===== src/rtl/router_pkg.sv =====
// Shared types and constants for the 1x3 router control path.
// State encodings are fixed binary so waveform dumps decode the same everywhere.
package router_pkg;

    typedef enum logic [2:0] {
        DECODE_ADDRESS     = 3'd0,
        LOAD_FIRST_DATA    = 3'd1,
        LOAD_DATA          = 3'd2,
        FIFO_FULL_STATE    = 3'd3,
        LOAD_AFTER_FULL    = 3'd4,
        LOAD_PARITY        = 3'd5,
        CHECK_PARITY_ERROR = 3'd6,
        WAIT_TILL_EMPTY    = 3'd7
    } router_state_e;

    localparam logic [1:0] ADDR_INVALID = 2'd3;

endpackage


===== src/rtl/router_fsm.sv =====
// Packet sequencing FSM for the 1x3 router: header decode, payload/parity load,
// full-FIFO stalls and soft-reset aborts of the selected output FIFO.
//
// state              | meaning
// DECODE_ADDRESS     | idle, waiting for a header byte
// LOAD_FIRST_DATA    | writing the header into the destination FIFO
// LOAD_DATA          | streaming payload bytes
// FIFO_FULL_STATE    | stalled, destination FIFO full
// LOAD_AFTER_FULL    | writing the byte held during the stall
// LOAD_PARITY        | writing the parity byte
// CHECK_PARITY_ERROR | clearing internal parity state
// WAIT_TILL_EMPTY    | destination FIFO still draining a previous packet
module router_fsm
    import router_pkg::*;
#(
    parameter int DATA_W = 8
) (
    input  logic              clock,
    input  logic              resetn,
    input  logic              pkt_valid,
    input  logic [DATA_W-1:0] data_in,
    input  logic              fifo_full,
    input  logic              fifo_empty_0,
    input  logic              fifo_empty_1,
    input  logic              fifo_empty_2,
    input  logic              soft_reset_0,
    input  logic              soft_reset_1,
    input  logic              soft_reset_2,
    input  logic              parity_done,
    input  logic              low_pkt_valid,
    output logic              detect_add,
    output logic              lfd_state,
    output logic              ld_state,
    output logic              laf_state,
    output logic              full_state,
    output logic              write_enb_reg,
    output logic              rst_int_reg,
    output logic              busy
);

    router_state_e state_q, state_d;
    logic [1:0]    addr_q;
    logic [1:0]    hdr_addr;
    logic          hdr_valid;
    logic          hdr_empty;
    logic          sel_empty;
    logic          sel_soft_reset;

    // Only the destination bits of the byte matter here.
    logic unused_data_bits;
    assign unused_data_bits = ^data_in[DATA_W-1:2];

    assign hdr_addr  = data_in[1:0];
    assign hdr_valid = pkt_valid && (hdr_addr != ADDR_INVALID);

    always_comb begin
        hdr_empty = 1'b0;
        case (hdr_addr)
            2'd0:    hdr_empty = fifo_empty_0;
            2'd1:    hdr_empty = fifo_empty_1;
            2'd2:    hdr_empty = fifo_empty_2;
            default: hdr_empty = 1'b0;
        endcase
    end

    always_comb begin
        sel_empty      = 1'b0;
        sel_soft_reset = 1'b0;
        case (addr_q)
            2'd0: begin
                sel_empty      = fifo_empty_0;
                sel_soft_reset = soft_reset_0;
            end
            2'd1: begin
                sel_empty      = fifo_empty_1;
                sel_soft_reset = soft_reset_1;
            end
            2'd2: begin
                sel_empty      = fifo_empty_2;
                sel_soft_reset = soft_reset_2;
            end
            default: begin
                sel_empty      = 1'b0;
                sel_soft_reset = 1'b0;
            end
        endcase
    end

    always_ff @(posedge clock or negedge resetn) begin
        if (!resetn) begin
            state_q <= DECODE_ADDRESS;
            addr_q  <= 2'd0;
        end else begin
            state_q <= state_d;
            if (state_q == DECODE_ADDRESS && hdr_valid) begin
                addr_q <= hdr_addr;
            end
        end
    end

    always_comb begin
        state_d = state_q;
        case (state_q)
            DECODE_ADDRESS: begin
                if (hdr_valid) begin
                    state_d = hdr_empty ? LOAD_FIRST_DATA : WAIT_TILL_EMPTY;
                end
            end
            WAIT_TILL_EMPTY: begin
                if (sel_empty) state_d = LOAD_FIRST_DATA;
            end
            LOAD_FIRST_DATA: state_d = LOAD_DATA;
            LOAD_DATA: begin
                if (fifo_full)       state_d = FIFO_FULL_STATE;
                else if (!pkt_valid) state_d = LOAD_PARITY;
            end
            FIFO_FULL_STATE: begin
                if (!fifo_full) state_d = LOAD_AFTER_FULL;
            end
            LOAD_AFTER_FULL: begin
                if (parity_done)        state_d = DECODE_ADDRESS;
                else if (low_pkt_valid) state_d = LOAD_PARITY;
                else                    state_d = LOAD_DATA;
            end
            LOAD_PARITY: state_d = CHECK_PARITY_ERROR;
            CHECK_PARITY_ERROR: begin
                state_d = fifo_full ? FIFO_FULL_STATE : DECODE_ADDRESS;
            end
            default: state_d = DECODE_ADDRESS;
        endcase

        // A timed-out destination FIFO abandons the packet from any active state.
        if (state_q != DECODE_ADDRESS && sel_soft_reset) begin
            state_d = DECODE_ADDRESS;
        end
    end

    always_comb begin
        detect_add    = (state_q == DECODE_ADDRESS);
        lfd_state     = (state_q == LOAD_FIRST_DATA);
        ld_state      = (state_q == LOAD_DATA);
        full_state    = (state_q == FIFO_FULL_STATE);
        laf_state     = (state_q == LOAD_AFTER_FULL);
        rst_int_reg   = (state_q == CHECK_PARITY_ERROR);
        write_enb_reg = (state_q == LOAD_DATA) || (state_q == LOAD_PARITY) ||
                        (state_q == LOAD_AFTER_FULL);
        busy          = !((state_q == DECODE_ADDRESS) || (state_q == LOAD_DATA));
    end

endmodule


===== config.mk =====
export PLATFORM = sky130hd
export DESIGN_NAME = router_fsm
export DESIGN_NICKNAME = d
export VERILOG_FILES = /design/src/rtl/router_pkg.sv /design/src/rtl/router_fsm.sv
export SDC_FILE = /design/constraint.sdc
export NUM_CORES = 1
export LEC_CHECK = 0
export ABC_AREA = 1
export CORE_UTILIZATION = 40
export CTS_BUF_LIST = sky130_fd_sc_hd__clkbuf_8
export DETAILED_ROUTE_END_ITERATION = 8
export PLACE_DENSITY = 0.8
export SLEW_MARGIN = 20
export SYNTH_ARGS = -nofsm -noshare
export SYNTH_HDL_FRONTEND = slang
export SYNTH_SLANG_ARGS = --single-unit

===== constraint.sdc =====
create_clock -name clock -period 1.66 [get_ports clock]
set_input_delay 0.332 -clock clock [delete_from_list [all_inputs] [get_ports clock]]
set_output_delay 0.332 -clock clock [all_outputs]
set_load 0.03 [all_outputs]

# After elaboration in Yosys (flattened, before gate mapping)
# Cells that the tools add are included.
dict set report totals {
  ff_bits 5
  latch_bits 0
  ram_bits 0
  mem_bits_ro 0
  out_inout_bits 8
  n_memories 0
}
dict set report classes {
  add_sub_neg 0
  multipliers 0
  n_div 0
  magnitude_cmp 0
  eq_ne 16
  shifts 0
  muxes 14
  n_bitwise 0
  reduce_logical 12
}
# op count
set ops {}
lappend ops {{2-to-1 mux 3 bit} 9}
lappend ops {{one-hot mux 3 bit (8 select lines)} 1}
lappend ops {{== test 3 bit, second input constant} 4}
lappend ops {{one-hot mux 1 bit (3 select lines)} 3}
lappend ops {{== test 3 x 2 -> 1 bit, second input constant} 2}
lappend ops {{== test 2 x 1 -> 1 bit, second input constant} 2}
lappend ops {{== test 2 bit, second input constant} 2}
lappend ops {{zero test 2 bit} 2}
lappend ops {{!= test 4 x 3 -> 1 bit, second input constant} 1}
lappend ops {{AND reduction 4 bit} 1}
lappend ops {{== test 3 x 1 -> 1 bit, second input constant} 1}
lappend ops {{logical AND 1 bit} 3}
lappend ops {{zero test 3 bit} 1}
lappend ops {{logical OR 1 bit} 3}
lappend ops {{!= test 3 x 1 -> 1 bit, second input constant} 1}
lappend ops {{!= test 3 x 2 -> 1 bit, second input constant} 1}
lappend ops {{!= test 3 bit, second input constant} 1}
lappend ops {{nonzero test 3 bit} 1}
lappend ops {{2-to-1 mux 2 bit} 1}
lappend ops {{!= test 2 bit, second input constant} 1}
lappend ops {{zero test 1 bit} 1}

# Depth between registers and ports, before layout
dict set report depth {
  word_depth 6
  depth_mapped 9
  depth_no_buf 9
}

# Least setup slack after synthesis
# OpenSTA, ideal clock, no wires.
dict set report synth_timing {
  path_type {register to output}
  from {register state_q[2]}
  to {output port write_enb_reg}
  arrival_ps 1390
  required_time_ps 1328
  slack_ps -62
  path_stages_with_launch 5
  path_buffers 0
  cell_sequence {dfrtp_1 inv_2 nand2_2 nor2_2 o21bai_1}
}
dict set report synth_via {
  elab_chain_cells 3
}
# element line_no
set synth_lines {}
lappend synth_lines {{from (decl)} router_fsm.sv:41} ;# router_state_e state_q, state_d;
lappend synth_lines {{from (signal assigned)} router_fsm.sv:94} ;# state_q <= state_d;
lappend synth_lines {{== test 3 x 2 -> 1 bit} --}
lappend synth_lines {{via ld_state} router_fsm.sv:33} ;# output logic ld_state,
lappend synth_lines {{logical OR 1 bit (2 in series)} router_fsm.sv:145} ;# write_enb_reg = (state_q == LOAD_DATA) || (state_q == LOAD_PARITY) ||
lappend synth_lines {{to (decl)} router_fsm.sv:36} ;# output logic write_enb_reg,
# The timed path passes the listed nets, and every way through them passes these cells.

# Worst setup path after layout
dict set report layout_timing {
  from {register state_q[0]}
  to {output port write_enb_reg}
}
dict set report layout_via {
  elab_chain_cells 3
}
# element line_no
set layout_lines {}
lappend layout_lines {{== test 3 x 2 -> 1 bit or == test 3 bit (tied branches)} router_fsm.sv:145}
lappend layout_lines {{logical OR 1 bit} router_fsm.sv:145}
lappend layout_lines {{logical OR 1 bit (*)} router_fsm.sv:145}
# Mark *: on every way between the ends. The rest lies on a longest branch, timed or not.

==> impl_metrics.xml <==
<?xml version="1.0" encoding="UTF-8"?>
<metrics>
  <group name="power">
    <metric name="comb_power_share" unit="">0.702</metric>
    <metric name="maximum_vdd_ir_drop" unit="µV">969.1</metric>
    <metric name="cell_internal_pwr" unit="mW">0.7974</metric>
    <metric name="sequentialPowerShare" unit="">0.166</metric>
    <metric name="netSwitchingPower" unit="mW">0.8687</metric>
    <metric name="power.leakage" unit="nW">0.4624</metric>
    <metric name="p_per_area" unit="nW/µm²">1996</metric>
    <metric name="netSwitchingFraction" unit="">0.5214</metric>
    <metric name="clockPowerShare" unit="">0.132</metric>
  </group>
  <group name="clock_network">
    <metric name="clock_latency" unit="ns">0.22</metric>
    <metric name="clock_h_tree_levels" unit="">1</metric>
    <metric name="clock_sink_count" unit="">5</metric>
    <metric name="cts_root_buf" unit="">sky130_fd_sc_hd__clkbuf_8</metric>
    <metric name="clk_pin_slew_worst_paths" unit="ns">0.04</metric>
    <metric name="cts.path.max_buffers" unit="">2</metric>
    <metric name="cts_tree" unit="">done</metric>
    <metric name="cts_made_buffers" unit="">3</metric>
  </group>
  <group name="die">
    <metric name="chipHeight" unit="µm">39.23</metric>
    <metric name="fp.dieArea" unit="µm²">1539</metric>
    <metric name="fp-row-count" unit="">13</metric>
    <metric name="io_pins" unit="">28</metric>
    <metric name="die-width" unit="µm">39.23</metric>
    <metric name="coreArea" unit="µm²">1301</metric>
    <metric name="floorplan.initialDensity" unit="">0.4260</metric>
  </group>
  <group name="global_route">
    <metric name="groute.usage.overall" unit="">0.2222</metric>
    <metric name="globalRouteOverflowTotal" unit="">0</metric>
    <metric name="antenna_found_initial" unit="">0</metric>
    <metric name="grt_pass1_wl" unit="µm">2270</metric>
    <metric name="grt_pass1_vias" unit="">541</metric>
    <metric name="pin_count_of_the_biggest_net_entering_global_routing" unit="">10</metric>
  </group>
  <group name="sta">
    <metric name="hold_viol" unit="">0</metric>
    <metric name="finalCritPeriodShare" unit="">0.9738</metric>
    <metric name="fin_worst_skew" unit="ns">0.001149</metric>
    <metric name="upper_clock_frequency_limit" unit="MHz">618.6</metric>
    <metric name="post_layout_min_period" unit="ns">1.617</metric>
    <metric name="timing_worst_slew_pin_value" unit="ns">0.2453</metric>
    <metric name="layout_setup_ws" unit="ns">0.04347</metric>
    <metric name="count_of_endpoints_failing_setup_in_the_final_report" unit="">0</metric>
    <metric name="slew_headroom" unit="">0.8359</metric>
    <metric name="setup_total_negative_slack" unit="ns">0</metric>
    <metric name="finalMaxSlewViolations" unit="">0</metric>
  </group>
  <group name="routing">
    <metric name="wl" unit="µm">1456</metric>
    <metric name="first_iter_violations" unit="">24</metric>
    <metric name="detail-route-antenna-nets" unit="">0</metric>
    <metric name="routed-via-count" unit="">686</metric>
    <metric name="drt-pass1-iter-count" unit="">5</metric>
    <metric name="drc_errors" unit="">0</metric>
    <metric name="viasPerCell" unit="">4.935</metric>
    <metric name="wl_per_cell" unit="µm">10.47</metric>
  </group>
  <group name="placed_design">
    <metric name="port_buffers" unit="">21</metric>
    <metric name="place.detailed.instances" unit="">131</metric>
    <metric name="placement.setup.worst_slack" unit="ns">0.1239</metric>
    <metric name="place_congestion" unit="">0.8046</metric>
    <metric name="dpl.hpwl" unit="µm">1018</metric>
  </group>
  <group name="yosys">
    <metric name="yosysUniqueCellTypes" unit="">20</metric>
    <metric name="synthMostInstantiatedCell" unit="">sky130_fd_sc_hd__nand2_1</metric>
    <metric name="number_of_enable_type_register_cells_in_the_synthesized_netlist" unit="">0</metric>
    <metric name="ys_seq_area_frac" unit="">0.2257</metric>
    <metric name="synth_top_area_cell" unit="">sky130_fd_sc_hd__dfrtp_1</metric>
    <metric name="netlist_instances" unit="">96</metric>
    <metric name="synth_top_cell_area_share" unit="">0.2257</metric>
    <metric name="postSynthNetCount" unit="">116</metric>
    <metric name="synth.yosys.warnings" unit="">0</metric>
    <metric name="ys_top_cells_by_area" unit="">sky130_fd_sc_hd__dfrtp_1 23%, sky130_fd_sc_hd__nand2_1 19%, sky130_fd_sc_hd__nand3_1 15%</metric>
    <metric name="asyncSetResetFlopFracSynth" unit="">1.000</metric>
    <metric name="synth-seq-cells" unit="">5</metric>
    <metric name="yosys-top-cells-count" unit="">28 x sky130_fd_sc_hd__nand2_1, 17 x sky130_fd_sc_hd__nand3_1, 13 x sky130_fd_sc_hd__inv_1</metric>
    <metric name="synth_area_per_cell" unit="µm²">5.774</metric>
    <metric name="syn-cell-area" unit="µm²">554.3</metric>
    <metric name="yosys_most_used_dff" unit="">sky130_fd_sc_hd__dfrtp_1</metric>
  </group>
  <group name="finish">
    <metric name="fin_nets" unit="">145</metric>
    <metric name="layout.area.seq" unit="µm²">127.6</metric>
    <metric name="multi_input_gate_area" unit="µm²">349.1</metric>
    <metric name="final_util" unit="">0.6413</metric>
    <metric name="area.growth.synth_to_final" unit="%">50.56</metric>
    <metric name="final_cell_count_no_fill" unit="">139</metric>
    <metric name="antenna_cells" unit="">0</metric>
    <metric name="n_fill_cell" unit="">124</metric>
    <metric name="final_layout_size_suffix_gt1_frac" unit="">0.2500</metric>
  </group>
  <group name="worst_setup_path">
    <metric name="worstPathCellList" unit="">clkinv_1, nand2_2, nor2_4, o21bai_1, buf_4</metric>
    <metric name="crit_path_top_delay_cell" unit="">sky130_fd_sc_hd__dfrtp_2</metric>
    <metric name="critical_path_peak_fanout" unit="">8</metric>
    <metric name="timing.critical_path.required" unit="ns">1.33</metric>
    <metric name="critical_path_class" unit="">reg -&gt; out</metric>
    <metric name="critPathLaunchType" unit="">register</metric>
    <metric name="cp_slowest_stage_delay" unit="ns">0.44</metric>
    <metric name="arrival" unit="ns">1.28</metric>
    <metric name="cp-end-kind" unit="">output port</metric>
  </group>
  <group name="job">
    <metric name="drv_cap" unit="">0</metric>
  </group>
  <group name="min_path">
    <metric name="worst_hold_path_type" unit="">in -&gt; async</metric>
  </group>
  <group name="outcome">
    <metric name="outcome" unit="">finished clean</metric>
  </group>
</metrics>
[cell type report]
type | instances | area share
inverters | 17 | 0.07946
clock buffers | 3 | 0.04948
repair buffers | 26 | 0.2729
well taps | 15 | 0.02249
flip-flops and latches | 5 | 0.1529
clock inverters | 1 | 0.004498
multi-input cells | 72 | 0.4183
[routing by layer]
metal | vias up | routed length (µm) | global-route usage | part of all wire
met1 | 298 | 658 | 0.2917 | 0.45
li1 | 360 | - | - | -
met4 | 0 | 42 | 0.1552 | 0.029
met3 | 7 | 50 | 0.01734 | 0.034
met5 | - | 0 | 0 | 0
met2 | 21 | 704 | 0.3375 | 0.48
[power groups by stage]
| stage | clock, mW | sequential, mW | combinational, mW |
|---|---|---|---|
| 5_1_grt | 0.231 | 0.286 | 1.30 |
| 4_1_cts | 0.221 | 0.278 | 1.10 |
| 3_3_place_gp | 0 | 0.274 | 1.08 |
| 6_report | 0.219 | 0.277 | 1.17 |
| 3_5_place_dp | 0 | 0.272 | 1.08 |
| 2_1_floorplan | 0 | 0.222 | 0.865 |
[state kept, by name, indices dropped and copies added, names as in the netlist]
register and count:
state_q 3, addr_q 2
[final timing paths]
path,from,to,slack (ns),cells after the start
max reg2reg,addr_q[0]$_DFFE_PN0P_,state_q[1]$_DFFE_PN0P_,0.35,8
min reg2reg,state_q[0]$_DFFE_PN0P_,state_q[0]$_DFFE_PN0P_,0.60,2
min,resetn,addr_q[1]$_DFFE_PN0P_,0.33,1
min in group clock,state_q[0]$_DFFE_PN0P_,state_q[0]$_DFFE_PN0P_,0.60,2
max,state_q[0]$_DFFE_PN0P_,write_enb_reg,0.04,5
max in group asynchronous,resetn,state_q[0]$_DFFE_PN0P_,1.13,1
[per-stage QoR]
stage | hold slack (ns) | instance area, µm² | total power, mW
floorplan | 0.03641 | 559.3 | 1.088
global placement | 0.5617 | 757.0 | 1.350
detailed placement | 0.5633 | 757.0 | 1.354
CTS | 0.3337 | 803.3 | 1.594
global route | 0.3477 | 834.6 | 1.815
finish | 0.3273 | 834.6 | 1.666
[critical path: cells and delay by family (launching register included)]
family,cells,cell delay [ns]
flip-flops,1,0.44
buffers and inverters,2,0.32
AND/OR/NAND/NOR,2,0.16
AO/OA/AOI/OAI,1,0.14
[cell families (layout without fill, tap and decap cells)]
logic type	count (synthesis)	count (layout)	share of synthesized area
AND/OR/NAND/NOR	66	66	0.5553
buffers and inverters	19	47	0.1535
AO/OA/AOI/OAI	6	6	0.06545
flip-flops	5	5	0.2257
[placed cells by master, fill, tap and decap left out]
| master | count |
|---|---|
| sky130_fd_sc_hd__nand2_4 | 1 |
| sky130_fd_sc_hd__nor2_2 | 3 |
| sky130_fd_sc_hd__buf_4 | 13 |
| sky130_fd_sc_hd__inv_1 | 14 |
| sky130_fd_sc_hd__nand3_1 | 17 |
| sky130_fd_sc_hd__inv_2 | 2 |
| sky130_fd_sc_hd__nor2_1 | 7 |
| sky130_fd_sc_hd__clkinv_1 | 1 |
| sky130_fd_sc_hd__o21bai_1 | 1 |
| sky130_fd_sc_hd__nand2_2 | 4 |
| sky130_fd_sc_hd__dfrtp_2 | 2 |
| sky130_fd_sc_hd__dfrtp_1 | 3 |
| sky130_fd_sc_hd__inv_4 | 1 |
| sky130_fd_sc_hd__nand4_1 | 2 |
| sky130_fd_sc_hd__nor2_4 | 1 |
| sky130_fd_sc_hd__nand2_1 | 28 |
| sky130_fd_sc_hd__clkdlybuf4s50_1 | 13 |
| sky130_fd_sc_hd__nand3b_1 | 1 |
| sky130_fd_sc_hd__nor3_1 | 2 |
| sky130_fd_sc_hd__clkbuf_8 | 3 |
| sky130_fd_sc_hd__a21oi_2 | 1 |
| sky130_fd_sc_hd__o21ai_0 | 3 |
| sky130_fd_sc_hd__o21ai_1 | 1 |
[what timing repair did]
action                                  4_1_cts  5_1_grt
resized for setup                             1        1
hold endpoints to repair                      0        0
hold buffers                                  0        0
buffers inserted                              0        4
endpoints found under the setup margin        2        1
gates cloned                                  0        0
Power figures use the tool's default switching activity.
